==> src/rtl/clkgen_pkg.sv <==
// rtl/clkgen_pkg.sv - shared types, defaults and DDR pattern helper for clkgen_divmux
//
// Purpose: channel FSM encoding, default geometry of the generator and the
// function that turns a counter phase into the {D1,D0} pair for ODDR2.
// Ports: none (package).
package clkgen_pkg;

    typedef enum logic [1:0] {
        ST_STOPPED  = 2'd0,
        ST_RUN      = 2'd1,
        ST_STOPPING = 2'd2
    } chan_state_t;

    localparam int NCH_DEF       = 4;
    localparam int DW_DEF        = 4;
    localparam int RESET_DIV_DEF = 1;

    // Widest divider field supported by ddr_pattern; channels zero-extend
    // into CMP_W so that 2*cnt+1 and R = DIV+1 never overflow.
    localparam int DW_MAX = 16;
    localparam int CMP_W  = DW_MAX + 2;

    // Returns {D1, D0} for counter phase cnt of a period of ratio half-periods
    // pairs: the output is low for the first R half-periods and high for the
    // last R, so odd ratios still come out at exactly 50% duty.
    function automatic logic [1:0] ddr_pattern(input logic [CMP_W-1:0] cnt,
                                               input logic [CMP_W-1:0] ratio);
        logic [CMP_W-1:0] twice;
        logic             hi0;
        logic             hi1;
        twice = {cnt[CMP_W-2:0], 1'b0};
        hi0   = (twice >= ratio);
        // twice is even, so OR-ing in bit 0 is the +1 for the low-phase slot
        hi1   = ((twice | CMP_W'(1)) >= ratio);
        return {hi1, hi0};
    endfunction

endpackage

==> src/rtl/clkgen_chan.sv <==
// rtl/clkgen_chan.sv - one divided-clock channel: counter, ratio, pending write, run FSM
//
// Purpose: generates the DDR pair, clock enable and toggle for one channel.
// Ports:
//   clk_i      in   FSBCLK
//   rst_i      in   synchronous active-high reset
//   run_i      in   level, 1 = run, 0 = stop at next boundary
//   sync_i     in   pulse, restart the period now and apply any pending ratio
//   wr_i       in   ratio write strobe already decoded for this channel
//   wr_div_i   in   DIV value for the write
//   busy_o     out  a written ratio is waiting for the next boundary
//   stopped_o  out  channel parked
//   d0_o/d1_o  out  level for FSBCLK high/low phase
//   ce_o       out  one-cycle pulse on the last cycle of each period
//   tog_o      out  toggles on every ce_o
// DW must not exceed clkgen_pkg::DW_MAX.
module clkgen_chan
    import clkgen_pkg::*;
#(
    parameter int DW        = DW_DEF,
    parameter int RESET_DIV = RESET_DIV_DEF
) (
    input  logic          clk_i,
    input  logic          rst_i,
    input  logic          run_i,
    input  logic          sync_i,
    input  logic          wr_i,
    input  logic [DW-1:0] wr_div_i,
    output logic          busy_o,
    output logic          stopped_o,
    output logic          d0_o,
    output logic          d1_o,
    output logic          ce_o,
    output logic          tog_o
);

    chan_state_t   state_q, state_d;
    logic [DW-1:0] cnt_q, cnt_d;
    logic [DW-1:0] div_q, div_d;
    logic [DW-1:0] pend_q, pend_d;
    logic          busy_q, busy_d;
    logic          d0_q, d0_d;
    logic          d1_q, d1_d;
    logic          ce_q, ce_d;
    logic          tog_q, tog_d;
    logic          stopped_q, stopped_d;

    logic          boundary;
    logic          run_d;
    logic [1:0]    pat;

    always_comb begin
        state_d  = state_q;
        cnt_d    = cnt_q;
        div_d    = div_q;
        pend_d   = pend_q;
        busy_d   = busy_q;
        boundary = (cnt_q == div_q);

        case (state_q)
            ST_STOPPED: begin
                cnt_d = '0;
                // A write that hit the stopping boundary is still pending here
                if (busy_q) begin
                    div_d  = pend_q;
                    busy_d = 1'b0;
                end
                if (run_i) begin
                    state_d = ST_RUN;
                end
            end
            ST_RUN, ST_STOPPING: begin
                // SYNC behaves as an early boundary: same restart, same ratio swap
                if (sync_i || boundary) begin
                    cnt_d = '0;
                    if (busy_q) begin
                        div_d  = pend_q;
                        busy_d = 1'b0;
                    end
                    state_d = run_i ? ST_RUN : ST_STOPPED;
                end else begin
                    cnt_d   = cnt_q + DW'(1);
                    state_d = run_i ? ST_RUN : ST_STOPPING;
                end
            end
            default: begin
                cnt_d   = '0;
                state_d = ST_STOPPED;
            end
        endcase

        // A new write is taken after any swap above, so a write on a boundary
        // waits for the following one and a write while busy overwrites.
        if (wr_i) begin
            if (state_q == ST_STOPPED) begin
                div_d  = wr_div_i;
                busy_d = 1'b0;
            end else begin
                pend_d = wr_div_i;
                busy_d = 1'b1;
            end
        end

        // Outputs are registered from the next state so they line up with cnt_q
        run_d     = (state_d != ST_STOPPED);
        pat       = ddr_pattern(CMP_W'(cnt_d), CMP_W'(div_d) + CMP_W'(1));
        d0_d      = run_d & pat[0];
        d1_d      = run_d & pat[1];
        ce_d      = run_d && (cnt_d == div_d);
        tog_d     = tog_q ^ ce_q;
        stopped_d = !run_d;
    end

    always_ff @(posedge clk_i) begin
        if (rst_i) begin
            state_q   <= ST_STOPPED;
            cnt_q     <= '0;
            div_q     <= DW'(RESET_DIV);
            pend_q    <= '0;
            busy_q    <= 1'b0;
            d0_q      <= 1'b0;
            d1_q      <= 1'b0;
            ce_q      <= 1'b0;
            tog_q     <= 1'b0;
            stopped_q <= 1'b1;
        end else begin
            state_q   <= state_d;
            cnt_q     <= cnt_d;
            div_q     <= div_d;
            pend_q    <= pend_d;
            busy_q    <= busy_d;
            d0_q      <= d0_d;
            d1_q      <= d1_d;
            ce_q      <= ce_d;
            tog_q     <= tog_d;
            stopped_q <= stopped_d;
        end
    end

    assign busy_o    = busy_q;
    assign stopped_o = stopped_q;
    assign d0_o      = d0_q;
    assign d1_o      = d1_q;
    assign ce_o      = ce_q;
    assign tog_o     = tog_q;

endmodule

==> src/rtl/clkgen_divmux.sv <==
// rtl/clkgen_divmux.sv - multi-channel programmable clock-pattern generator (FSBCLK domain)
//
// Purpose: NCH independent divided clocks as DDR pairs for ODDR2 forwarding,
// with clock enables, toggles, glitch-free ratio updates and common SYNC.
// Ports:
//   FSBCLK    in   sole clock
//   RESET     in   synchronous active-high reset
//   CFG_WE    in   ratio write strobe
//   CFG_CH    in   target channel, writes to channels >= NCH are dropped
//   CFG_DIV   in   new DIV (ratio = DIV+1)
//   CFG_BUSY  out  per channel: ratio write pending
//   RUN       in   per channel run level
//   STOPPED   out  per channel parked
//   SYNC      in   realign all running channels
//   D0/D1     out  per channel DDR data pair
//   CE        out  per channel end-of-period pulse
//   TOG       out  per channel toggle on CE
module clkgen_divmux
    import clkgen_pkg::*;
#(
    parameter int NCH       = NCH_DEF,
    parameter int DW        = DW_DEF,
    parameter int RESET_DIV = RESET_DIV_DEF,
    localparam int CHW      = (NCH > 1) ? $clog2(NCH) : 1
) (
    input  logic           FSBCLK,
    input  logic           RESET,
    input  logic           CFG_WE,
    input  logic [CHW-1:0] CFG_CH,
    input  logic [DW-1:0]  CFG_DIV,
    output logic [NCH-1:0] CFG_BUSY,
    input  logic [NCH-1:0] RUN,
    output logic [NCH-1:0] STOPPED,
    input  logic           SYNC,
    output logic [NCH-1:0] D0,
    output logic [NCH-1:0] D1,
    output logic [NCH-1:0] CE,
    output logic [NCH-1:0] TOG
);

    logic [NCH-1:0] wr_sel;

    for (genvar i = 0; i < NCH; i++) begin : g_chan
        assign wr_sel[i] = CFG_WE && (CFG_CH == CHW'(i));

        clkgen_chan #(
            .DW        (DW),
            .RESET_DIV (RESET_DIV)
        ) u_chan (
            .clk_i     (FSBCLK),
            .rst_i     (RESET),
            .run_i     (RUN[i]),
            .sync_i    (SYNC),
            .wr_i      (wr_sel[i]),
            .wr_div_i  (CFG_DIV),
            .busy_o    (CFG_BUSY[i]),
            .stopped_o (STOPPED[i]),
            .d0_o      (D0[i]),
            .d1_o      (D1[i]),
            .ce_o      (CE[i]),
            .tog_o     (TOG[i])
        );
    end

endmodule

==> config.mk <==
export PLATFORM = sky130hd
export DESIGN_NAME = clkgen_divmux
export DESIGN_NICKNAME = d
export VERILOG_FILES = /design/src/rtl/clkgen_pkg.sv /design/src/rtl/clkgen_chan.sv /design/src/rtl/clkgen_divmux.sv
export SDC_FILE = /design/constraint.sdc
export NUM_CORES = 1
export LEC_CHECK = 0
export ABC_AREA = 1
export ABC_CLOCK_PERIOD_IN_PS = 3600
export CELL_PAD_IN_SITES_DETAIL_PLACEMENT = 1
export CELL_PAD_IN_SITES_GLOBAL_PLACEMENT = 1
export CORE_UTILIZATION = 47
export CTS_BUF_LIST = sky130_fd_sc_hd__clkbuf_4
export DETAILED_ROUTE_END_ITERATION = 10
export GPL_ROUTABILITY_DRIVEN = 1
export PLACE_DENSITY = 0.93
export SKIP_LAST_GASP = 1
export SYNTH_ARGS = -nofsm -noshare
export SYNTH_HDL_FRONTEND = slang
export SYNTH_SLANG_ARGS = --single-unit
==> constraint.sdc <==
create_clock -name FSBCLK -period 3.6 [get_ports FSBCLK]
set_input_delay 0.36 -clock FSBCLK [delete_from_list [all_inputs] [get_ports FSBCLK]]
set_output_delay 0.36 -clock FSBCLK [all_outputs]
set_load 0.02 [all_outputs]
==> metrics, run 1 <==
GRT Util Overall=27.0%; part of the cycle the worst path needs=82.2%; port bufs=37; GR Util met2=50.0%; Fin. Hold Viols=0; hold path startpoint=RESET; Initial DRC Count=179; Hold Path Depth=2; # setup viols final=0; ys flop type=dfxtp_1; Combinational Power Share=36.8%; Netlist cell types=41; Resize count post-CTS=0; Vias/cell=5.26; synthesized area=0.00542 mm^2; first-pass GRT wire length=24.9 mm; mean cell area of the mapped netlist=6.64 um^2; Net Sw Power=1010 uW; Synth Net Count=863; total gr overflow=0; Yosys top cell by area=dfxtp_1; Worst Skew=0.0134 ns; DIE HEIGHT=109 um; Slew @ Worst Pin=0.524 ns; fraction of registers with async set/reset=0%; Seq cells post-synth=80; Die Wd=109 um; drt wl/cell=15.1 um; crit start category=flop; gr busiest metal=met2; Top Ports=38; DR vias=5133; Detailed Route WL=14.7 mm; Setup WS post-layout=0.641 ns; Syn Inst Count=817; most common cell in the synthesized netlist=nand2_1; Seq. cell area=0.00160 mm^2; clock root buffer=clkbuf_4; hold endpoint=g_chan[2].u_chan.cnt_q[3]; clk_lat worst skew=0.48 ns; dpl ws=0.249 ns; M3 GR Usage=3.56%; Internal Power=1600 uW; die area=0.0120 mm^2; Peak Freq=338 MHz; Synth top area share=29.5%; vias in the first global route=5307; r2r worst-path depth=17; Max-slew headroom=64.8%; CP startpoint=g_chan[2].u_chan.state_q[0]; Reg power frac=38.7%; DRT Pass-1 Iters=4; dpl hpwl=11.3 mm; DRC viols=0; H-Tree Depth=3; largest net degree at the start of global routing=28; share of cells above drive strength 1=11.0%; Clock Sinks=80; CTS buffer count=9; Hold Crit Class=input pin to flop; post-CTS setup buffers=0; ANT cells=0; switch share=38.7%; area of the multi-input gates=0.00306 mm^2; min Tclk post-route=2.96 ns; VDD IR max=0.000280 V; R2R setup slack=0.64 ns; Critical Path Sink Type=flop; hold slack=0.305 ns; clock share of power=24.5%; area grow syn2layout=8.90%; status=complete, no violations; CTS Hold Buffers Added=0; Non-Filler Instances=975; CTS Buffer Depth=2; Max Cap Viol=0; R2R Path End=g_chan[2].u_chan.d0_o; RSZ-0062 raised after global routing=false; initial antenna violation count=0; GP Congestion=0.854; Pleak=0.00284 uW; highest fanout seen on the critical path=6; power per cell area=442 mW/mm^2; core area=0.0110 mm^2; TritonCTS clock tree=done; Critical R2R Launch=g_chan[2].u_chan.state_q[0]; top cells by count, synth=nand2_1, inv_1, nor2_1; top cells by area, synth=dfxtp_1, nand2_1, inv_1, ha_1, nand3_1; setup_tns=0 ns; clk slew on worst S/H paths=0.15 ns; # rows=38; Inst Count DP=959; crit path kind=flop to flop; EDFF count, synth=0; Seq/Total Area, Yosys=29.5%; NumNets Final=876; YS warnings=0; Slew Viols, Final=0; met1 Use GR=30.9%; Fillers=1538; WP data arrival=3.38 ns; ANT nets after route=0; Initial Utilization=49.2%; data required time at the worst endpoint=4.02 ns
-- worst max path at each step --
| stage | to | slack (ns) | depth (start not counted) |
|---|---|---|---|
| floorplan | g_chan[2].u_chan.d0_o | 1.12 | 17 |
| global placement | g_chan[1].u_chan.d0_o | 0.45 | 17 |
| detailed placement | g_chan[1].u_chan.d0_o | 0.25 | 17 |
| CTS | g_chan[2].u_chan.d0_o | 0.62 | 17 |
| global route | g_chan[2].u_chan.d0_o | 0.39 | 17 |
| finish | g_chan[2].u_chan.d0_o | 0.64 | 17 |
-- routing by layer --
metal | up-vias | share of wire (%) | wire (um)
met4 | 0 | 2.1 | 316
li1 | 2569 | - | -
met1 | 2471 | 43 | 6340
met2 | 69 | 52 | 7690
met5 | - | 0 | 0
met3 | 24 | 2.7 | 393
-- metrics by stage --
stage                     cell area [um^2]  util, %  total power [uW]
after floorplan                       5420        -              1760
after global placement                5740     52.1              1930
after detailed placement              5740     52.1              1990
after CTS                             5910     53.6              2630
after global routing                  5910     53.6              2790
final                                 5910     53.6              2610
-- worst max-delay path, cell delays in order, from the launching register on --
cell and delay [ns]:
dfxtp_1 0.40, inv_1 0.06, ha_1 0.39, nor2_1 0.22, inv_1 0.12, nand3_1 0.12
nand3_2 0.13, nand2_4 0.12, inv_1 0.05, ha_1 0.20, xor2_1 0.18, ha_1 0.29
nand3_1 0.12, nor2_1 0.17, nand3_1 0.10, nand2_1 0.06, inv_1 0.04, a21oi_1 0.13
-- layout by cell type (no fill, tap or decap), types with 11 or more instances in the layout --
cell type / netlist / layout
a21oi_1: 46 / 46
clkdlybuf4s50_1: 0 / 36
dfxtp_1: 80 / 80
ha_1: 32 / 32
inv_1: 123 / 123
inv_2: 15 / 15
nand2_1: 183 / 183
nand2_2: 15 / 15
nand3_1: 74 / 74
nor2_1: 83 / 83
nor2_2: 11 / 11
o21ai_0: 40 / 40
xor2_1: 13 / 13
-- flip-flops by register name, indices dropped and copies added (netlist names) --
name and flops:
g_chan.u_chan.tog_o 4, g_chan.u_chan.cnt_q 16, g_chan.u_chan.stopped_o 4, g_chan.u_chan.ce_o 4, g_chan.u_chan.pend_q 16, g_chan.u_chan.d0_o 4
g_chan.u_chan.d1_o 4, g_chan.u_chan.busy_o 4, g_chan.u_chan.div_q 16, g_chan.u_chan.state_q 8
-- power by group through the flow --
stage | Combinational [uW] | Sequential (uW) | Clock [uW]
after floorplan | 743 | 1010 | 0
after global placement | 902 | 1020 | 0
after detailed placement | 956 | 1030 | 0
after CTS | 969 | 1010 | 654
after global routing | 1090 | 1020 | 686
final | 962 | 1010 | 639
-- kinds of logic after synthesis --
family / Yosys count / synth area share [%]
compound gates: 105 / 10.6
fa+ha+maj: 32 / 7.38
simple gates: 403 / 35.0
buf+inv: 176 / 14.0
xor+xnor: 21 / 3.53
flops: 80 / 29.5
-- final cells by class --
type,instances,area share (%)
inverters,139,8.88
flip-flops and latches,80,27.1
repair buffers,39,6.44
multi-input cells,561,51.8
clock buffers,9,1.14
clock inverters,7,1.63
well taps,140,2.97
Note: power is estimated with default switching activity, not from simulation.
==> run 2, diff against run 1 <==
--- a/config.mk
+++ b/config.mk
@@ -6,14 +6,14 @@
 export NUM_CORES = 1
 export LEC_CHECK = 0
 export ABC_AREA = 1
-export ABC_CLOCK_PERIOD_IN_PS = 3600
+export ABC_CLOCK_PERIOD_IN_PS = 2400
 export CELL_PAD_IN_SITES_DETAIL_PLACEMENT = 1
 export CELL_PAD_IN_SITES_GLOBAL_PLACEMENT = 1
-export CORE_UTILIZATION = 47
+export CORE_UTILIZATION = 40
 export CTS_BUF_LIST = sky130_fd_sc_hd__clkbuf_4
 export DETAILED_ROUTE_END_ITERATION = 10
 export GPL_ROUTABILITY_DRIVEN = 1
-export PLACE_DENSITY = 0.93
+export PLACE_DENSITY = 0.84
 export SKIP_LAST_GASP = 1
 export SYNTH_ARGS = -nofsm -noshare
 export SYNTH_HDL_FRONTEND = slang
==> constraint.sdc (replaced) <==
create_clock -name FSBCLK -period 2.4 [get_ports FSBCLK]
set_input_delay 0.24 -clock FSBCLK [delete_from_list [all_inputs] [get_ports FSBCLK]]
set_output_delay 0.24 -clock FSBCLK [all_outputs]
set_load 0.02 [all_outputs]
==> metrics, run 2 (synthesis gave the netlist of run 1 again) <==
Critical R2R Launch=g_chan[1].u_chan.div_q[2]; failing checks=negative setup slack; Top Ports=38 (unchanged); NumNets Final=1093 (+25%); clk_lat worst skew=0.51 ns (+0.03 ns); largest net degree at the start of global routing=21 (-25%); dpl hpwl=13.7 mm (+21%); clk slew on worst S/H paths=0.16 ns (about the same); R2R Path End=g_chan[1].u_chan.d0_o; power per cell area=618 mW/mm^2 (+40%); Pwr Total=5180 uW (+98%); # rows=42 (+11%); Max-slew headroom=52.6% (-12 points); part of the cycle the worst path needs=120% (+38 points); share of cells above drive strength 1=46.5% (+35 points); clock root buffer=clkbuf_4; met1 Use GR=37.5% (+6.6 points); Critical Path Sink Type=flop; RSZ-0062 raised after global routing=true; GP Congestion=0.836 (-2.1%); initial antenna violation count=1 (+1); r2r worst-path depth=18 (+1); post-route core utilization=63.3% (+9.8 points); Worst Skew=0.0260 ns (+0.0127 ns); Fillers=1689 (+9.8%); Setup WS post-layout=-0.485 ns (-1.13 ns); min Tclk post-route=2.88 ns (-0.0737 ns); most used cell, CP=nor2_1; Seq. cell area=0.00167 mm^2 (+4.1%); vias in the first global route=7231 (+36%); first-pass GRT wire length=37.0 mm (+48%); gr busiest metal=met2; TritonCTS clock tree=done; # setup viols final=11 (+11); Initial Utilization=41.0% (-8.2 points); Die Wd=118 um (+8.2%); Hold Crit Class=input pin to flop; R2R setup slack=-0.48 ns (-1.13 ns); Buf+Inv Stages, Crit Path=4 (unchanged); crit path kind=flop to flop; Slew Viols, Final=0 (unchanged); crit-path leading delay family=simple AND/OR/NAND/NOR gates; hold endpoint=g_chan[0].u_chan.tog_o; Fin. Hold Viols=0 (unchanged); most frequent cells in the layout=buf_4, nand2_1, inv_1, nor2_1, nand3_1; total gr overflow=0 (unchanged); Peak Freq=347 MHz (+2.6%); VDD IR max=0.000459 V (+64%); data required time at the worst endpoint=2.81 ns (-1.21 ns); M3 GR Usage=7.24% (+3.7 points); Pleak=0.00400 uW (+41%); crit-path cells=inv_1, buf_4, nor2_1, a21oi_1, nor2_1, nor2_1, nand2_1, nand2_2, nand2_4, buf_4, xnor2_1, ha_1, nand3_4, nor2_4, nand3_2, nand2_1, inv_1, a21oi_1; CTS Hold Buffers Added=0 (unchanged); dpl ws=-0.720 ns (-0.969 ns); commonest non-fill, non-tap cell in the layout=buf_4; CTS Buffer Depth=2 (unchanged); GR Util met2=61.1% (+11 points); area grow syn2layout=54.6%; crit start category=flop; Slowest-stage cell, CP=dfxtp_2; status=finished, violations left; DRT Pass-1 Iters=5 (+1); Hold Path Depth=2 (unchanged); Clock Sinks=80 (unchanged); Max Cap Viol=0 (unchanged); core area=0.0132 mm^2 (+20%); Vias/cell=5.69 (+8.1%); DR vias=6980 (+36%); DRC viols=0 (unchanged); max incr delay on CP=0.36 ns (-0.04 ns); Slew @ Worst Pin=0.709 ns (+0.185 ns); ANT nets after route=0 (unchanged); setup_tns=-3.44 ns (-3.44 ns); CTS buffer count=9 (unchanged); GRT Util Overall=34.2% (+7.2 points); Detailed Route WL=29.4 mm (+100%); WP data arrival=3.29 ns (-0.09 ns); H-Tree Depth=3 (unchanged); area of the multi-input gates=0.00380 mm^2 (+24%); die area=0.0140 mm^2 (+17%); DIE HEIGHT=118 um (+8.2%); port bufs=37 (unchanged); Initial DRC Count=562 (+210%); hold path startpoint=RESET; highest fanout seen on the critical path=4 (-2); drt wl/cell=24.0 um (+59%); largest registers=g_chan.u_chan.cnt_q x16, g_chan.u_chan.div_q x16, g_chan.u_chan.pend_q x16
## run 2: changes by cell type in the layout (fill, tap and decap cells not counted), sizes merged
cell           delta
buf             +217
bufinv            -2
clkbuf            +2
clkdlybuf4s50     -1
clkinv            -2
clkinvlp          +1
diode             +1
dlymetal6s2s      +1
inv               -1
## run 2: worst max-delay path by stage
| stage | slack [ns] | to | cells after the start | start |
|---|---|---|---|---|
| floorplan | 0.02 | g_chan[1].u_chan.d0_o | 18 | g_chan[1].u_chan.state_q[0] |
| global placement | -0.58 | g_chan[1].u_chan.d0_o | 18 | CFG_CH[0] |
| detailed placement | -0.72 | g_chan[1].u_chan.d0_o | 19 | CFG_CH[0] |
| CTS | -0.07 | g_chan[2].u_chan.d0_o | 17 | g_chan[2].u_chan.busy_o |
| global route | -0.54 | g_chan[0].u_chan.d0_o | 16 | g_chan[0].u_chan.div_q[1] |
| finish | -0.48 | g_chan[1].u_chan.d0_o | 18 | g_chan[1].u_chan.div_q[2] |
## run 2: timing repair
| item | 4_1_cts | 5_1_grt |
|---|---|---|
| pin swaps | 52 | 82 |
| gates resized for setup | 112 | 131 |
| buffers inserted | 35 | 27 |
| setup endpoints to repair | 8 | 11 |
| gates cloned | 0 | 0 |
## run 2: routing by layer
layer | wire, um | share of wire (%)
met1 | 11000 | 37
met2 | 14200 | 48
met3 | 2040 | 6.9
met4 | 2180 | 7.4
met5 | 0 | 0
## run 2: layout make-up
class / instances / share of cell area, %
inverter: 139 / 6.42
multi-input combinational: 561 / 45.4
clock buffer: 11 / 0.985
tap: 176 / 2.63
sequential: 80 / 19.9
antenna: 1 / 0.0298
clock inverter: 3 / 0.134
timing repair buffer: 256 / 24.5
## run 2: metrics by stage
step / std cells / area (um^2) / hold WS (ns)
detailed placement: 1155 / 7030 / 0.453
floorplan: 817 / 5450 / 0.341
global route: 1227 / 8380 / 0.156
finish: 1227 / 8380 / 0.174
CTS: 1204 / 7770 / 0.181
global placement: 1155 / 7030 / 0.443
## run 2: where the power goes
part,leakage [uW],switching (uW),internal (uW),total (uW)
Sequential,0.000670,91.6,1450,1540
Combinational,0.00328,1600,1270,2870
Clock,0.0000553,552,216,768
Total,0.00400,2240,2940,5180
